<file path="src/rtl/fft16_output_reorder.sv">
// fft16_output_reorder: ping-pong bit-reversal reorder buffer for 16-point FFT output; FFT_REORDER_CONJ_EN selects conjugated (saturated) output
module fft16_output_reorder #(
  parameter int W = 8
) (
  input  logic         clk,
  input  logic         clear,
  input  logic         in_valid,
  output logic         in_ready,
  input  logic [W-1:0] in_r,
  input  logic [W-1:0] in_im,
  output logic         out_valid,
  input  logic         out_ready,
  output logic [W-1:0] out_r,
  output logic [W-1:0] out_im,
  output logic         out_last,
  output logic         overflow
);
  typedef enum logic {IDLE, READ} state_t;
  logic [2*W-1:0] mem [2][16];
  logic [1:0] full, full_set, full_clr, full_nx;
  logic [3:0] wi, ri, ri_nx;
  logic wb, rb, rb_nx, wr, wr_last, rd, rd_last;
  state_t state, state_nx;
  logic [2*W-1:0] rd_word;
  logic [W-1:0] rd_im;
  assign in_ready  = ~full[wb];
  assign wr        = in_valid & in_ready;
  assign wr_last   = wr & (wi == 4'd15);
  assign out_valid = state == READ;
  assign rd        = out_valid & out_ready;
  assign rd_last   = rd & (ri == 4'd15);
  assign full_set  = wr_last ? (wb ? 2'b10 : 2'b01) : 2'b00;
  assign full_clr  = rd_last ? (rb ? 2'b10 : 2'b01) : 2'b00;
  assign full_nx   = (full | full_set) & ~full_clr;
  // sample storage at the bit-reversed slot; contents survive reset on purpose
  always_ff @(posedge clk)
    if (wr) mem[wb][{wi[0], wi[1], wi[2], wi[3]}] <= {in_r, in_im};
  // write index, write bank, bank full flags and sticky drop flag
  always_ff @(posedge clk or posedge clear)
    if (clear) begin
      full     <= 2'b00;
      wi       <= 4'd0;
      wb       <= 1'b0;
      overflow <= 1'b0;
    end else begin
      full     <= full_nx;
      wi       <= wr ? wi + 4'd1 : wi;
      wb       <= wb ^ wr_last;
      overflow <= overflow | (in_valid & ~in_ready);
    end
  // read FSM state, read index and read bank
  always_ff @(posedge clk or posedge clear)
    if (clear) begin
      state <= IDLE;
      ri    <= 4'd0;
      rb    <= 1'b0;
    end else begin
      state <= state_nx;
      ri    <= ri_nx;
      rb    <= rb_nx;
    end
  // next read state; looking at full_nx lets a bank that completes this cycle start reading with no bubble
  always_comb begin
    state_nx = state;
    ri_nx    = ri;
    rb_nx    = rb;
    if (state == IDLE) begin
      state_nx = full_nx[rb] ? READ : IDLE;
      ri_nx    = 4'd0;
    end else if (rd) begin
      ri_nx = ri + 4'd1;
      if (rd_last) begin
        rb_nx    = ~rb;
        state_nx = full_nx[~rb] ? READ : IDLE;
      end
    end
  end
  assign rd_word = mem[rb][ri];
`ifdef FFT_REORDER_CONJ_EN
  assign rd_im = (rd_word[W-1:0] == {1'b1, {(W-1){1'b0}}}) ? {1'b0, {(W-1){1'b1}}} : (~rd_word[W-1:0] + 1'b1);
`else
  assign rd_im = rd_word[W-1:0];
`endif
  assign out_r    = out_valid ? rd_word[2*W-1:W] : '0;
  assign out_im   = out_valid ? rd_im : '0;
  assign out_last = out_valid & (ri == 4'd15);
endmodule

</file>
<file path="config.mk">
export PLATFORM = sky130hd
export DESIGN_NAME = fft16_output_reorder
export DESIGN_NICKNAME = d
export VERILOG_FILES = /design/src/rtl/fft16_output_reorder.sv
export SDC_FILE = /design/constraint.sdc
export NUM_CORES = 1
export LEC_CHECK = 0
export CORE_UTILIZATION = 66
export DETAILED_ROUTE_END_ITERATION = 8
export PLACE_DENSITY = 0.92
export SLEW_MARGIN = 25
export SYNTH_ARGS = -nofsm -noshare
export SYNTH_HDL_FRONTEND = slang
export SYNTH_SLANG_ARGS = --single-unit
export TNS_END_PERCENT = 5
</file>
<file path="constraint.sdc">
create_clock -name clk -period 6.3 [get_ports clk]
set_clock_uncertainty 0.2 [all_clocks]
set_input_delay 0.945 -clock clk [delete_from_list [all_inputs] [get_ports clk]]
set_output_delay 0.945 -clock clk [all_outputs]
set_load 0.005 [all_outputs]
</file>
==> run summary <==
Critical path data required time = 5.15 ns
Initial DRC Count = 1532
Full die area = 32130 sq um
Period utilisation layout = 0.8274
Fmax = 0.1919 GHz
Failing checks = DRC
Number of setup buffers added after CTS = 0
CTS sink cnt = 526
# setup viols final = 0
Mapped Avg Cell Area = 20.00 sq um
Synth Flop Type = edfxtp_1
Status = finished, violations left
Cts hold-fix bufs = 0
Synthesis Warnings = 0
Die Width = 179.3 um
Minimum clock period = 5.212 ns
Initial antenna violation count = 0
RSZ-0062 raised after global routing = no
Syn nets = 1064
Pleak = 0.007321 uW
FF+latch count, synth = 526
Hold Path Class = flip-flop to flip-flop
Largest net degree at the start of global routing = 58
# rows = 64
Vias per cell = 7.122
Via count = 11000
Tot GR Track Use = 0.3174
Synth top area share = 0.7414
Slowest cell on crit path = nand3_1
Largest stage delay, worst path = 0.87 ns
Area of the core = 30750 sq um
WS Path Type = flip-flop to primary output
GPL Wtd Cong = 0.8103
WL/cell = 31.65 um
H-Tree Depth = 2
Sequential share of power = 0.467
Sw Pwr = 2587 uW
Synth area leaders = edfxtp_1, mux4_2, mux2_2, dfrtp_1, mux2i_1
Initial core utilization = 0.6744
Internal power = 6513 uW
Rel. slew slack = 0.2580
Worst Setup End Kind = primary output
Critical Path AT = 4.07 ns
Number of flops mapped to enable cells by yosys = 512
Clock-pin slew on the worst setup and hold paths = 0.06 ns
Filler Cell Count = 1497
Maximum capacitance violations = 0
Asr flop ratio synth = 0.02662
Fin Setup TNS = 0 ns
Vias in the first global route = 11260
Diodes inserted = 0
Post-Syn Area = 20740 sq um
Clock Latency Late Sink = 0.58 ns
Overflow after GRT = 0
Critical-path cell list = buf_4 > nand3_1 > o2111ai_1 > o211a_1 > clkdlybuf4s50_1
VDD IR max = 0.2509 mV
Finished layout cell area = 23140 sq um
Core Util, Final = 0.7524
Fin nets = 1134
Cell Count Post-Placement = 1451
Clock power frac = 0.325
Pwr dens = 393.3 nW/um^2
# IOs = 40
Slew at the pin with the worst max-slew slack = 1.113 ns
Non-filler cells, final = 1544
Most frequent cell after synthesis = edfxtp_1
Layout cells sized above 1 = 0.2430
Gate power share = 0.208
CTS buffer count = 50
Register area share after synthesis = 0.7583
Final wirelength = 48860 um
CP Launch Type = flip-flop
Post-Synthesis Cells = 1037
Hold Vio Cnt, Final = 0
Netlist cell types = 41
P&R area growth vs syn = 11.58%
Clock buffer depth = 3
Drt pass-1 iters = 9
DP HPWL = 26880 um
DRC violations left = 6
CTS resizes = 0
Largest area contributor in the netlist = edfxtp_1
DP Area = 21590 sq um
Port Buf Inserts = 39
Post-route ant nets = 0
CTS tree = yes
Total Power = 9100 uW
Global-route wire length before repair = 71660 um
CP Max Fanout = 28
Synth top cells by count = edfxtp_1, mux4_2, nand2_1
Root buffer cell = clkbuf_16
Die Y = 179.3 um
Switching Fraction = 0.2843
Max Slew Vio Count = 0
[sequential cells by signal, summed over array words and instances (netlist names)]
| signal | cells |
|---|---|
| wi | 4 |
| wb | 1 |
| ri | 4 |
| full | 2 |
| mem | 512 |
| rb | 1 |
| out_valid | 1 |
| overflow | 1 |
[per-layer routing]
layer  track usage  vias to the layer above  wire length (um)
li1              -                     4376                 -
met5             0                        -                 0
met3       0.05237                      155              5637
met1        0.4303                     5537             16860
met2        0.5162                      928             24250
met4        0.1369                        0              2114
[power by group through the flow]
stage | Clock [uW] | Combinational, uW | Sequential (uW)
final | 2950 | 1900 | 4250
after global routing | 3090 | 1960 | 4260
after CTS | 2960 | 1860 | 4240
after detailed placement | 0 | 1810 | 4310
after global placement | 0 | 1750 | 4290
after floorplan | 0 | 1160 | 4140
[cells in the final DEF (no fill, tap or decap), types with 13 or more instances in the layout]
cell type / count
a211oi_1: 16
a221oi_1: 13
buf_2: 15
buf_4: 42
clkbuf_16: 52
clkdlybuf4s50_1: 24
edfxtp_1: 512
mux2_2: 50
mux2_4: 14
mux2i_1: 34
mux4_2: 73
nand2_1: 60
nor2_1: 33
nor2b_1: 17
nor3_1: 18
o2111ai_1: 16
o211a_1: 16
o211ai_1: 16
o22ai_1: 16
[cells by family after synthesis]
kind of cell             Yosys count  synth area share
buffers and inverters             70           0.02003
AO/OA/AOI/OAI                    102           0.04037
AND/OR/NAND/NOR                  147           0.03222
multiplexers                     178            0.1419
adder cells (fa/ha/maj)            7          0.004224
XOR/XNOR                           7          0.002957
flip-flops                       526            0.7583
[final timing paths]
check                                         from             endpoint  slack, ns  cells past startpoint
worst min-delay path            overflow$_DFF_PP0_   overflow$_DFF_PP0_       0.28                      1
min in group asynchronous                    clear    ri[0]$_DFFE_PP0P_       0.64                      2
worst max-delay path             ri[2]$_DFFE_PP0P_             out_r[0]       1.09                      5
worst min register to register  overflow$_DFF_PP0_   overflow$_DFF_PP0_       0.28                      1
max in group asynchronous                    clear    ri[1]$_DFFE_PP0P_       4.76                      2
worst max register to register        wb$_DFF_PP0_  out_valid$_DFF_PP0_       2.43                      8
[per-stage QoR]
step / setup slack [ns] / hold slack, ns
5_1_grt: 1.137 / 0.2928
3_3_place_gp: 2.041 / 0.2592
4_1_cts: 1.267 / 0.2812
6_report: 1.088 / 0.2781
3_5_place_dp: 1.849 / 0.2681
2_1_floorplan: 3.182 / 0.2678
[critical path: cells and delay by family (launching register included)]
kind | cells | cell delay (ns)
AOI/OAI and AO/OA | 2 | 0.91
buffers and inverters | 2 | 1.05
DFF | 1 | 0.67
and+or+nand+nor | 1 | 0.87
[cell type report]
class,instances,area (sq um),share of cell area
clock buffer,61,1335,0.05770
clock inverter,32,284.0,0.01228
inverter,6,22.52,0.0009734
multi-input combinational,441,4616,0.1995
sequential,526,15730,0.6800
tap,396,495.5,0.02141
timing repair buffer,82,650.6,0.02812
Note: power is estimated with default switching activity, not from simulation.
==> variant 1 (config.mk and constraints unchanged) <==
Add a define of `FFT_REORDER_CONJ_EN`.
--- a/src/rtl/fft16_output_reorder.sv
+++ b/src/rtl/fft16_output_reorder.sv
@@ -1,4 +1,6 @@
 // fft16_output_reorder: ping-pong bit-reversal reorder buffer for 16-point FFT output; FFT_REORDER_CONJ_EN selects conjugated (saturated) output
+`define FFT_REORDER_CONJ_EN
+
 module fft16_output_reorder #(
   parameter int W = 8
 ) (
Check against the original RTL: same outputs for any inputs over 10 cycles, from zero or initial values; that may be too few to reach the edited logic, so the function may still have changed.
==> variant 1 against the original RTL <==
- sequential share of layout area grew 0.18 points
- sequential cell count is the same
- critical path depth grew 3
- die area shrank 1.5%
- area after synthesis shrank 1.5%
- power grew 14%
- fmax shrank 9.7%
- routed wire length grew 4.0%
- final area shrank 0.23%
- worst setup slack lost 0.56 ns
- critical path type unchanged
==> variant 1: results (changes against the original RTL) <==
<table>
<tr><th>Metric</th><th>Value</th></tr>
<tr><th colspan="2">Power and ir drop</th></tr>
<tr><td>Pleak</td><td>7.21 nW (-1.5%)</td></tr>
<tr><td>Maximum vdd ir drop</td><td>0.350 mV (+40%)</td></tr>
<tr><td>Power Density</td><td>451 mW/mm2 (+15%)</td></tr>
<tr><td>Gate power share</td><td>0.292 (+0.084)</td></tr>
<tr><th colspan="2">Global route</th></tr>
<tr><td>Antenna violations before repair</td><td>1 (+1)</td></tr>
<tr><td>Global-route wire length before repair</td><td>71.8 mm (+0.14%)</td></tr>
<tr><th colspan="2">Place</th></tr>
<tr><td>Placer Congestion</td><td>0.799 (-1.4%)</td></tr>
<tr><td>Instance area after placement</td><td>0.0215 mm2 (-0.39%)</td></tr>
<tr><td>Worst slack, placed</td><td>1.06 ns (-0.785 ns)</td></tr>
<tr><td>Placed cell count</td><td>1298 (-11%)</td></tr>
<tr><th colspan="2">Detailed routing</th></tr>
<tr><td>Via density</td><td>7.18 (+0.75%)</td></tr>
<tr><td>Total via count after detailed routing</td><td>9981 (-9.2%)</td></tr>
<tr><th colspan="2">Final layout</th></tr>
<tr><td>Multi-input combinational cell count</td><td>291 (-34%)</td></tr>
<tr><td>Clock buffer count</td><td>72 (+18%)</td></tr>
<tr><td>Fill cells</td><td>1496 (-0.067%)</td></tr>
<tr><td>Fraction of area in clock buffers and inverters</td><td>0.0688 (-0.00114)</td></tr>
<tr><td>Share of layout cells above drive strength 1</td><td>0.305 (+0.0618)</td></tr>
<tr><td>Layout sequential cell count</td><td>526 (unchanged)</td></tr>
<tr><td>Antenna diode count</td><td>1 (+1)</td></tr>
<tr><td>Total number of nets in the final design</td><td>983 (-13%)</td></tr>
<tr><td>Share of cell area taken by multi-input logic gates</td><td>0.197 (-0.00209)</td></tr>
<tr><th colspan="2">Setup path</th></tr>
<tr><td>Reg2reg setup slack</td><td>2.27 ns (-0.16 ns)</td></tr>
<tr><td>End point of the critical path</td><td>out_im[4]</td></tr>
<tr><td>Crit path max-delay cell type</td><td>sky130_fd_sc_hd__dfrtp_4</td></tr>
<tr><th colspan="2">Synth</th></tr>
<tr><td>Syn Nets</td><td>900 (-15%)</td></tr>
<tr><td>Most area-consuming cells after synthesis</td><td>sky130_fd_sc_hd__edfxtp_1 75%, sky130_fd_sc_hd__mux4_2 18%, sky130_fd_sc_hd__dfrtp_1 1.7%</td></tr>
<tr><th colspan="2">Timing</th></tr>
<tr><td>Worst slew margin</td><td>0.280 (+0.0219)</td></tr>
<tr><td>Least setup slack across all paths after layout</td><td>0.527 ns (-0.560 ns)</td></tr>
<tr><th colspan="2">Clocking</th></tr>
<tr><td>Worst skew pair latency</td><td>0.56 ns (-0.02 ns)</td></tr>
<tr><th colspan="2">Outcome</th></tr>
<tr><td>Outcome</td><td>completed</td></tr>
</table>
[variant 1: cell count changes after synthesis, sizes merged, moves of 16 or more]
cell,delta
o211a,-16
o22ai,-16
buf,-20
mux2i,-19
o2111ai,-16
mux4,+80
nand2,-48
nor2b,-18
o211ai,-16
mux2,-61
a221oi,-16
[variant 1: kinds of logic (layout without fill, tap and decap cells)]
logic type               count (synthesis)  in the layout  synth area share
multiplexers                           178            178             0.185
adder cells (fa/ha/maj)                  8              8           0.00490
XOR/XNOR                                 8              8           0.00343
flip-flops                             526            526             0.770
AO/OA/AOI/OAI                           19             19           0.00582
other                                    0              1                 0
buffers and inverters                   55            177            0.0119
AND/OR/NAND/NOR                         78             78            0.0184
[variant 1: per-layer routing]
| layer | track usage | part of all wire | up-vias |
|---|---|---|---|
| met4 | 0.194 | 0.064 | 2 |
| met5 | 0.00641 | 0.00026 | - |
| met2 | 0.574 | 0.52 | 752 |
| li1 | - | - | 3851 |
| met3 | 0.0566 | 0.097 | 203 |
| met1 | 0.413 | 0.32 | 5173 |
